$ cat config.mk
export PLATFORM = sky130hd
export DESIGN_NAME = ngc_counter_arbiter
export DESIGN_NICKNAME = d
export VERILOG_FILES = /design/src/rtl/ngc_counter_arbiter.sv
export SDC_FILE = /design/constraint.sdc
export NUM_CORES = 1
export LEC_CHECK = 0
export ABC_CLOCK_PERIOD_IN_PS = 4300
export CORE_MARGIN = 2
export CORE_UTILIZATION = 37
export CTS_BUF_LIST = sky130_fd_sc_hd__clkbuf_4 sky130_fd_sc_hd__clkbuf_8 sky130_fd_sc_hd__clkbuf_16
export DETAILED_ROUTE_END_ITERATION = 16
export GPL_TIMING_DRIVEN = 0
export PLACE_DENSITY = 0.77
export SLEW_MARGIN = 20
export SYNTH_ARGS = -nofsm -noshare
export SYNTH_HDL_FRONTEND = slang
export SYNTH_SLANG_ARGS = --single-unit
$ cat constraint.sdc
create_clock -name clk -period 4.3 [get_ports clk]
set_input_delay 0.645 -clock clk [delete_from_list [all_inputs] [get_ports clk]]
set_output_delay 0.645 -clock clk [all_outputs]
set_load 0.005 [all_outputs]
$ cat src/rtl/ngc_counter_arbiter.sv
// ngc_counter_arbiter: round-robin arbiter granting a shared interval counter to NUM_REQ requesters.
// Define NGC_COUNTER_ARBITER_ABORT_EN to add a per-requester abort input.
module ngc_counter_arbiter #(
    parameter int NUM_REQ     = 4,
    parameter int COUNT_WIDTH = 8,
    localparam int IW         = NUM_REQ > 1 ? $clog2(NUM_REQ) : 1,
    localparam int SW         = COUNT_WIDTH / 2
) (
    input  logic                           clk,
    input  logic                           rst,
    input  logic [NUM_REQ-1:0]             req,
    input  logic [NUM_REQ*COUNT_WIDTH-1:0] req_ticks,
    output logic [NUM_REQ-1:0]             done,
    output logic                           busy,
    output logic [IW-1:0]                  grant_id,
    output logic                           cnt_rst,
    output logic                           cnt_load,
    output logic                           cnt_enb,
    output logic                           cnt_dir,
    output logic                           cnt_one_shot,
    output logic [COUNT_WIDTH-1:0]         cnt_load_value,
    output logic [COUNT_WIDTH-1:0]         cnt_count_from_value,
    output logic [COUNT_WIDTH-1:0]         cnt_count_to_value,
    output logic [SW-1:0]                  cnt_step_value,
    input  logic [COUNT_WIDTH-1:0]         cnt_count,
    input  logic                           cnt_count_hit
`ifdef NGC_COUNTER_ARBITER_ABORT_EN
    ,
    input  logic [NUM_REQ-1:0]             abort
`endif
);
    typedef enum logic [1:0] {IDLE, LOAD, RUN, DONE} state_t;
    state_t state;
    logic [IW-1:0] rr_ptr, pick, next_ptr;
    logic [COUNT_WIDTH-1:0] pick_ticks;
    logic aborting, unused;
    assign cnt_rst = rst;
    assign unused = ^cnt_count;
    assign next_ptr = (grant_id == IW'(NUM_REQ - 1)) ? '0 : grant_id + 1'b1;
    assign pick_ticks = req_ticks[int'(pick)*COUNT_WIDTH +: COUNT_WIDTH];
`ifdef NGC_COUNTER_ARBITER_ABORT_EN
    assign aborting = abort[grant_id] && (state == LOAD || state == RUN);
`else
    assign aborting = 1'b0;
`endif
    // Descending scan so the lowest offset from rr_ptr is the last (winning) assignment.
    always_comb begin
        pick = rr_ptr;
        for (int i = NUM_REQ - 1; i >= 0; i--)
            if (req[(int'(rr_ptr) + i) % NUM_REQ]) pick = IW'((int'(rr_ptr) + i) % NUM_REQ);
    end
    always_ff @(posedge clk) begin
        if (rst) begin
            state                <= IDLE;
            rr_ptr               <= '0;
            busy                 <= 1'b0;
            grant_id             <= '0;
            done                 <= '0;
            cnt_load             <= 1'b0;
            cnt_enb              <= 1'b0;
            cnt_dir              <= 1'b0;
            cnt_one_shot         <= 1'b0;
            cnt_load_value       <= '0;
            cnt_count_from_value <= '0;
            cnt_count_to_value   <= '0;
            cnt_step_value       <= '0;
        end else if (aborting) begin
            state    <= IDLE;
            cnt_load <= 1'b0;
            cnt_enb  <= 1'b0;
            busy     <= 1'b0;
            rr_ptr   <= next_ptr;
        end else begin
            done <= '0;
            case (state)
                IDLE: if (|req) begin
                    grant_id <= pick;
                    busy     <= 1'b1;
                    if (pick_ticks == '0) begin
                        state      <= DONE;
                        done[pick] <= 1'b1;
                    end else begin
                        state                <= LOAD;
                        cnt_load             <= 1'b1;
                        cnt_dir              <= 1'b1;
                        cnt_one_shot         <= 1'b1;
                        cnt_step_value       <= SW'(1);
                        cnt_load_value       <= '0;
                        cnt_count_from_value <= '0;
                        cnt_count_to_value   <= pick_ticks;
                    end
                end
                LOAD: begin
                    state    <= RUN;
                    cnt_load <= 1'b0;
                    cnt_enb  <= 1'b1;
                end
                RUN: if (cnt_count_hit) begin
                    state          <= DONE;
                    cnt_enb        <= 1'b0;
                    done[grant_id] <= 1'b1;
                end
                DONE: begin
                    state  <= IDLE;
                    busy   <= 1'b0;
                    rr_ptr <= next_ptr;
                end
            endcase
        end
    end
endmodule
==> metrics.yaml <==
run_status:
  status: "finished clean"
finish:
  syn_to_final_growth_pct: 55.8
  final_common_cell: "clkdlybuf4s50_1"
  drive_above_1_share_pct: 16.7
  antenna_cells: 0
  nNetsFinal: 283
  layout_common_cells: "clkdlybuf4s50_1 (59), buf_4 (23), dfxtp_1 (22), conb_1 (19), a21oi_1 (11)"
  final_area_um2: 2200
floorplanning:
  core_um2: 3660
  die_w_um: 65.8
  start_util_pct: 38.7
  fp-row-count: 22
  ios: 87
  die-area_um2: 4340
  die-height_um: 65.8
synth:
  avgSynthCellArea_um2: 9.69
  yosysTopAreaCellShare_pct: 31.1
  synth-edff-count: 0
  synth.area.top_cells: "dfxtp_1 (31%), mux4_2 (13%), buf_4 (12%), ha_1 (7.1%), a32o_1 (5.7%)"
  netlist_instances: 146
  synth_cell_types: 33
  synth-seq-cells: 22
  synth_area_um2: 1420
  synthFlopType: "dfxtp_1"
  postSynth.asyncResetShare_pct: 0
  ys_warn_count: 0
  synth_seq_area_share_pct: 31.1
  synth_top_cell_by_area: "dfxtp_1"
sta:
  worst_pin_slew_ps: 724
  fmax_mhz: 255
  period_needed_ps: 3920
  fin_skew_ps: 2.58
  fin_hold_ws_ps: 496
  layout_setup_ws_ps: 379
  hold_viol: 0
  grt_setup_unrepaired: "false"
  slew_headroom_pct: 51.2
  setup_viol_count_final: 0
  finalSetupTns_ps: 0
  slew_violations: 0
  fin_crit_sh_pct: 91.2
clock_network:
  cts_inserted_buffers: 3
  cts.sinks: 22
  cts.hold.buffers_added: 0
  cts_setup_buffers: 0
  path_clk_slew_ps: 80
  clkLatencyLatePin_ps: 260
  clock-root-buffer: "clkbuf_8"
  cts_tree: "yes"
  cts-resized-gates: 0
  htreeDepth: 1
  clockBufferDepth: 2
worst_setup_path:
  reg2reg_depth: 9
  critPathMaxFanout: 10
  required_ps: 4510
  crit_path_start_kind: "input pin"
  cp_slowest_stage_delay_ps: 660
  cp_cell_sequence: "clkdlybuf4s50_1, and3b_1, o41ai_2, buf_6, mux4_2, or4_1, nor2_4, nand2b_1, buf_4, a32o_1"
  endpoint_kind: "register"
  worstSetupStartpoint: "req[3]"
  slowest_stage: "o41ai_2"
  setup.worst_path.class: "in2reg"
  worst_ep_arrival_time_ps: 4130
  r2r-start: "rr_ptr[1]"
job:
  maxCapViolations: 0
power_and_ir_drop:
  peakVddDrop_uv: 259
  power_frac_seq_pct: 35.5
  switchingPower_w: 0.000208
  power.total_w: 0.000736
  p_leak_nw: 0.899
  p_int_w: 0.000528
  swShare_pct: 28.3
  p_comb_share_pct: 38.5
  pwr-share-clk_pct: 26.0
  power_density_nw_per_um2: 334
placement:
  pre_cts_slack_ps: 57.7
  gp_congestion: 0.748
  dpl_cell_area_um2: 2130
  dp_hpwl_um: 2800
  io_buffers: 59
drt:
  drc: 0
  drt_iter0_markers: 23
  first_pass_iters: 4
  routed_via_density: 4.77
  routedWlPerCell_um: 12.7
  routed_wl_um: 3490
  num_vias: 1312
  ant_nets: 0
grt:
  grt_pass1_vias: 1227
  gr-total-overflow: 0
  groute.usage.overall_pct: 15.9
  grt_pass1_wl_um: 5310
  grt_max_degree: 14
  antenna_found_initial: 0
min_path:
  min-delay-start: "cnt_step_value[0]"
  worstHoldPathCells: 2
  hp-class: "reg2reg"
-- stage by stage --
stage | std cells | utilization (%)
global route | 275 | 60.2
finish | 275 | 60.2
global placement | 271 | 58.3
detailed placement | 271 | 58.3
CTS | 275 | 60.2
floorplan | 164 | -
-- power by group through the flow --
stage / logic (W) / registers (W) / clock network, W
after CTS: 0.000285 / 0.000261 / 0.000194
after global placement: 0.000278 / 0.000265 / 0
after global routing: 0.000309 / 0.000266 / 0.000202
after detailed placement: 0.000283 / 0.000266 / 0
final: 0.000283 / 0.000261 / 0.000192
after floorplan: 0.000150 / 0.000265 / 0
-- final timing paths --
check | to | slack, ps
max reg2reg | cnt_count_to_value[4] | 980
min | cnt_step_value[0] | 500
max | cnt_count_to_value[4] | 380
min reg2reg | cnt_step_value[0] | 500
-- metal layers --
metal  track usage (%)  vias to the layer above  wire (um)
li1                  -                      654          -
met4              2.86                        0         25
met5                 0                        -          0
met1              16.3                      605       1350
met2              32.1                       49       1830
met3              4.09                        4        293
-- cells in the mapped netlist, drive strengths merged, types with 2 or more instances --
| cell type | instances |
|---|---|
| a21oi | 11 |
| a32o | 8 |
| buf | 25 |
| clkbuf | 2 |
| dfxtp | 22 |
| ha | 8 |
| inv | 6 |
| mux2i | 3 |
| mux4 | 8 |
| nand2 | 7 |
| nand2b | 2 |
| nand3 | 4 |
| nand4b | 2 |
| nor2 | 11 |
| nor2b | 7 |
| nor3 | 2 |
| o21ai | 4 |
| o21bai | 2 |
| or4 | 2 |
-- layout make-up --
cell class / count / area (um^2)
repair buffers: 59 / 591
multi-input cells: 109 / 825
fillers: 317 / 1460
inverters: 6 / 22.5
flip-flops and latches: 22 / 440
clock buffers: 3 / 41.3
plain buffers: 27 / 195
clock inverters: 1 / 30.0
well taps: 48 / 60.1
-- logic make-up (layout without fill, tap and decap cells) --
logic type / after synthesis / after routing / share of synthesized area (%)
simple gates: 41 / 41 / 15.7
buf+inv: 33 / 96 / 15.4
compound gates: 30 / 30 / 15.7
flops: 22 / 22 / 31.1
mux: 11 / 11 / 14.9
fa+ha+maj: 8 / 8 / 7.07
other cells: 1 / 19 / 0.265
-- critical path, delay by kind of cell --
family / cells / cell delay, ps
AO/OA/AOI/OAI: 2 / 830
buffers and inverters: 3 / 1000
multiplexers: 1 / 540
AND/OR/NAND/NOR: 4 / 1110
-- state kept, by name (all words and copies together), names as in the netlist --
signal and flops:
state 2, cnt_step_value 1, rr_ptr 2, grant_id 2, busy 1, cnt_enb 1, done 4, cnt_count_to_value 8
cnt_load 1
Note: power is estimated with default switching activity, not from simulation.
